File: config.mk
export PLATFORM = sky130hd
export DESIGN_NAME = four_req_rr_arbiter
export DESIGN_NICKNAME = d
export VERILOG_FILES = /design/src/rtl/four_req_rr_arbiter.sv
export SDC_FILE = /design/constraint.sdc
export NUM_CORES = 1
export LEC_CHECK = 0
export CAP_MARGIN = 30
export CORE_MARGIN = 2
export CORE_UTILIZATION = 34
export DETAILED_ROUTE_END_ITERATION = 10
export HOLD_SLACK_MARGIN = 0.03
export PLACE_DENSITY = 0.76
export SETUP_SLACK_MARGIN = 0.02
export SLEW_MARGIN = 20
export SYNTH_ARGS = -nofsm -noshare
export SYNTH_HDL_FRONTEND = slang
export SYNTH_SLANG_ARGS = --single-unit
File: constraint.sdc
create_clock -name clk -period 1.9 [get_ports clk]
set_input_delay 0.19 -clock clk [delete_from_list [all_inputs] [get_ports clk]]
set_output_delay 0.19 -clock clk [all_outputs]
set_load 0.01 [all_outputs]
File: src/rtl/four_req_rr_arbiter.sv
// Four-requester round-robin arbiter with a registered, held output stage.
// Define FOUR_REQ_RR_ARBITER_STATS_EN to add saturating per-requester grant counters.
module four_req_rr_arbiter #(
  parameter int DATA_W = 8,
  parameter int STAT_W = 16
) (
  input  logic                  clk,
  input  logic                  rst_n,
  input  logic [3:0]            req_valid,
  input  logic [4*DATA_W-1:0]   req_data,
  output logic [3:0]            req_ready,
  output logic                  out_valid,
  output logic [DATA_W-1:0]     out_data,
  output logic [1:0]            out_id,
  input  logic                  out_ready,
  output logic                  busy
`ifdef FOUR_REQ_RR_ARBITER_STATS_EN
  ,
  output logic [4*STAT_W-1:0]   grant_cnt
`endif
);

  typedef enum logic {IDLE, HOLD} state_t;

  state_t            state;
  logic [1:0]        last_id;
  logic [1:0]        winner;
  logic              has_winner;
  logic [DATA_W-1:0] req_data_arr [4];

  genvar gi;
  generate
    for (gi = 0; gi < 4; gi++) begin : g_unpack
      assign req_data_arr[gi] = req_data[gi*DATA_W +: DATA_W];
    end
  endgenerate

  // Scan from the farthest offset down so the nearest requester after last_id wins.
  always_comb begin
    winner     = last_id;
    has_winner = 1'b0;
    for (int k = 3; k >= 0; k--) begin
      if (req_valid[last_id + 2'(k + 1)]) begin
        winner     = last_id + 2'(k + 1);
        has_winner = 1'b1;
      end
    end
  end

  // Depends only on state and requests, never on out_ready.
  assign req_ready = (rst_n && (state == IDLE) && has_winner) ? (4'b0001 << winner) : 4'b0000;

  always_ff @(posedge clk or negedge rst_n) begin
    if (!rst_n) begin
      state     <= IDLE;
      out_valid <= 1'b0;
      out_data  <= '0;
      out_id    <= 2'd0;
      busy      <= 1'b0;
      last_id   <= 2'd3;
    end else begin
      case (state)
        IDLE: begin
          if (has_winner) begin
            out_data  <= req_data_arr[winner];
            out_id    <= winner;
            last_id   <= winner;
            out_valid <= 1'b1;
            busy      <= 1'b1;
            state     <= HOLD;
          end
        end
        HOLD: begin
          if (out_ready) begin
            out_valid <= 1'b0;
            busy      <= 1'b0;
            state     <= IDLE;
          end
        end
        default: state <= IDLE;
      endcase
    end
  end

`ifdef FOUR_REQ_RR_ARBITER_STATS_EN
  generate
    for (gi = 0; gi < 4; gi++) begin : g_cnt
      logic [STAT_W-1:0] cnt;
      always_ff @(posedge clk or negedge rst_n) begin
        if (!rst_n) begin
          cnt <= '0;
        end else if (req_valid[gi] && req_ready[gi] && (cnt != {STAT_W{1'b1}})) begin
          cnt <= cnt + 1'b1;
        end
      end
      assign grant_cnt[gi*STAT_W +: STAT_W] = cnt;
    end
  endgenerate
`else
  logic unused_stat_w;
  assign unused_stat_w = ^STAT_W;
`endif

endmodule
==> results_dict.tcl <==
set metrics [dict create \
    worstPathCellList "nand2_1 > and3_4 > or3_4 > nor3_2 > buf_2" \
    cp-endpoint "req_ready[2]" \
    syn_area_per_cell_sq_um 9.17 \
    crit_required_ns 1.71 \
    power_density_nw_per_um2 1050 \
    p_int_mw 1.18 \
    first_global_vias 1237 \
    synth_top_area_cell "dfrtp_1" \
    dr.pass1.iters 4 \
    cp-startpoint "last_id[0]$_DFFE_PN1P_" \
    port_buffers 54 \
    clk_latency_ns 0.28 \
    root_buffer "clkbuf_4" \
    gp_congestion 0.766 \
    failed_checks "negative setup slack" \
    switching_share 0.368 \
    seqPwrFrac 0.278 \
    status "complete, but fails checks" \
    synth_most_common_cell "nor2_1" \
    antenna_found_initial 0 \
    routed_via_density 5.40 \
    slew_viol_final 0 \
    synth_flop_cell "dfrtp_1" \
    htree_levels 1 \
    finalClockSkew_ns 0.00243 \
    syn_area_sq_um 953 \
    r2r_start "last_id[0]$_DFFE_PN1P_" \
    routed_wl_um 3260 \
    fillers 220 \
    critPathLaunchType "register" \
    die-area_sq_um 3240 \
    fin_area_sq_um 1780 \
    rr_worst_depth 7 \
    post-route-period-util 1.05 \
    num_rows 19 \
    path_class "register to primary output" \
    synth_top_area_share 0.315 \
    ys_ff_latch 14 \
    synth-edff-count 0 \
    hpwl_um 2470 \
    drtIter0Drc 25 \
    grt_pass1_wl_um 5480 \
    ant_nets 0 \
    boundaryPins 55 \
    cp_max_fo 6 \
    switchingPower_mw 0.688 \
    r2r-end "out_data[1]$_DFFE_PN0P_" \
    max_freq_mhz 502 \
    setup_slack_ns -0.0904 \
    slowest_stage "dfstp_2" \
    clkTransAtPathRegs_ns 0.09 \
    hold_viol 0 \
    clockPowerShare 0.115 \
    cts_tree "done" \
    combPwrFrac 0.607 \
    die_w_um 57.0 \
    rsz0062_at_grt "yes" \
    static-leakage-power_nw 0.713 \
    drc 0 \
    dpl_cell_area_sq_um 1650 \
    synth_cell_type_count 30 \
    ys_warn_count 0 \
    worst_pin_slew_ns 0.363 \
    post_drt_wl_per_cell_um 15.4 \
    hp-class "input port to asynchronous set/reset pin" \
    setup_tns_ns -0.413 \
    holdWs_ns 0.243 \
    diodes 0 \
    fin_crit_ns 1.99 \
    rrSetupSlack_ns -0.06 \
    synth_commonest_cells "nor2_1, a211oi_1, dfrtp_1" \
    synth.area.top_cells "dfrtp_1, a211oi_1, mux2i_1, nor2_1, nor4b_1" \
    cp.arrival_ns 1.80 \
    track_usage 0.219 \
    grt_start_max_net_pins 18 \
    final_nets 220 \
    seq_area_frac_synth 0.370 \
    finalSetupViolCount 10 \
    cts.sinks 14 \
    globalRoute.totalOverflow 0 \
    start_util 0.352 \
    syn_inst 104 \
    vias 1139 \
    clk_path_buf_depth 2 \
    dieHeight_um 57.0 \
    critPathMaxStageDelay_ns 0.59 \
    ir_drop_mv 0.579 \
    synth_nets 143 \
    async_flop_share 1.00 \
    syn_to_final_growth_pct 86.7 \
    maxSlewHeadroom 0.758 \
    drv_cap 0 \
    drive_above_1_share 0.300 \
    crit_path_end_kind "primary output" \
    numCtsBuffers 3 \
    core-area_sq_um 2710 \
]
## worst min-delay path by stage
stage | from | endpoint | slack, ns | depth (start not counted)
4_1_cts | rst_n | out_id[0]$_DFFE_PN0P_ | 0.24 | 2
5_1_grt | rst_n | out_data[5]$_DFFE_PN0P_ | 0.24 | 2
3_3_place_gp | out_id[1]$_DFFE_PN0P_ | out_id[1]$_DFFE_PN0P_ | 0.49 | 2
3_5_place_dp | out_data[1]$_DFFE_PN0P_ | out_data[1]$_DFFE_PN0P_ | 0.52 | 2
2_1_floorplan | rst_n | busy$_DFFE_PN0P_ | -0.11 | 0
6_report | rst_n | out_data[7]$_DFFE_PN0P_ | 0.24 | 2
## cell families (layout without fill, tap and decap cells)
family | count (synthesis) | after routing | share of synthesized area
AND/OR/NAND/NOR | 48 | 48 | 0.290
multiplexers | 9 | 9 | 0.0958
buffers and inverters | 7 | 83 | 0.0525
AO/OA/AOI/OAI | 26 | 26 | 0.192
flip-flops | 14 | 14 | 0.370
## layout make-up
| type | count | area (sq um) | area share |
|---|---|---|---|
| Multi-Input combinational cell | 83 | 628 | 0.353 |
| Inverter | 1 | 3.75 | 0.00211 |
| Timing Repair Buffer | 78 | 721 | 0.405 |
| Sequential cell | 14 | 353 | 0.198 |
| Tap cell | 31 | 38.8 | 0.0218 |
| Clock buffer | 4 | 36.3 | 0.0204 |
## critical path: cells and delay by family (launching register included)
kind / cells / cell delay (ns)
buffers and inverters: 1 / 0.15
flip-flops: 1 / 0.59
AND/OR/NAND/NOR: 4 / 0.78
## cell usage in the layout (no fill, tap or decap), drive strengths merged, types with 4 or more instances in the layout
master / instances
dfrtp: 12
a21oi: 5
clkdlybuf4s50: 50
nor2: 19
nor4b: 7
buf: 28
nor3: 6
mux2i: 8
nand2: 6
nand2b: 4
a211oi: 14
clkbuf: 4
## state kept, by name, indices dropped and copies added, names as in the netlist
name,count
out_data,8
busy,1
state,1
last_id,2
out_id,2
## layer usage
layer / vias to the layer above / part of all wire / global-route usage
li1: 539 / - / -
met1: 541 / 0.41 / 0.244
met2: 47 / 0.49 / 0.396
met3: 12 / 0.068 / 0.0431
met4: 0 / 0.029 / 0.103
met5: - / 0 / 0
## what timing repair did
item,in CTS,in global routing
endpoints found under the hold margin,0,0
cloned,1,0
buffers inserted,3,0
setup endpoints to repair,12,13
pin swaps,5,5
resized for setup,26,10
hold buffers,0,0
## power by group through the flow
stage	Combinational [mW]	Clock (mW)	Sequential, mW
CTS	1.08	0.225	0.519
finish	1.14	0.215	0.521
floorplan	0.431	0	0.557
global route	1.22	0.236	0.541
detailed placement	0.978	0	0.523
global placement	0.958	0	0.522
## through the flow
stage	power (mW)	utilization	cells	setup slack, ns
after floorplan	0.988	-	104	-0.00157
after global placement	1.48	0.608	203	-0.429
after detailed placement	1.50	0.608	203	-0.462
after CTS	1.82	0.639	211	-0.101
after global routing	2.00	0.657	211	-0.177
final	1.87	0.657	211	-0.0904
Power figures use the tool's default switching activity.
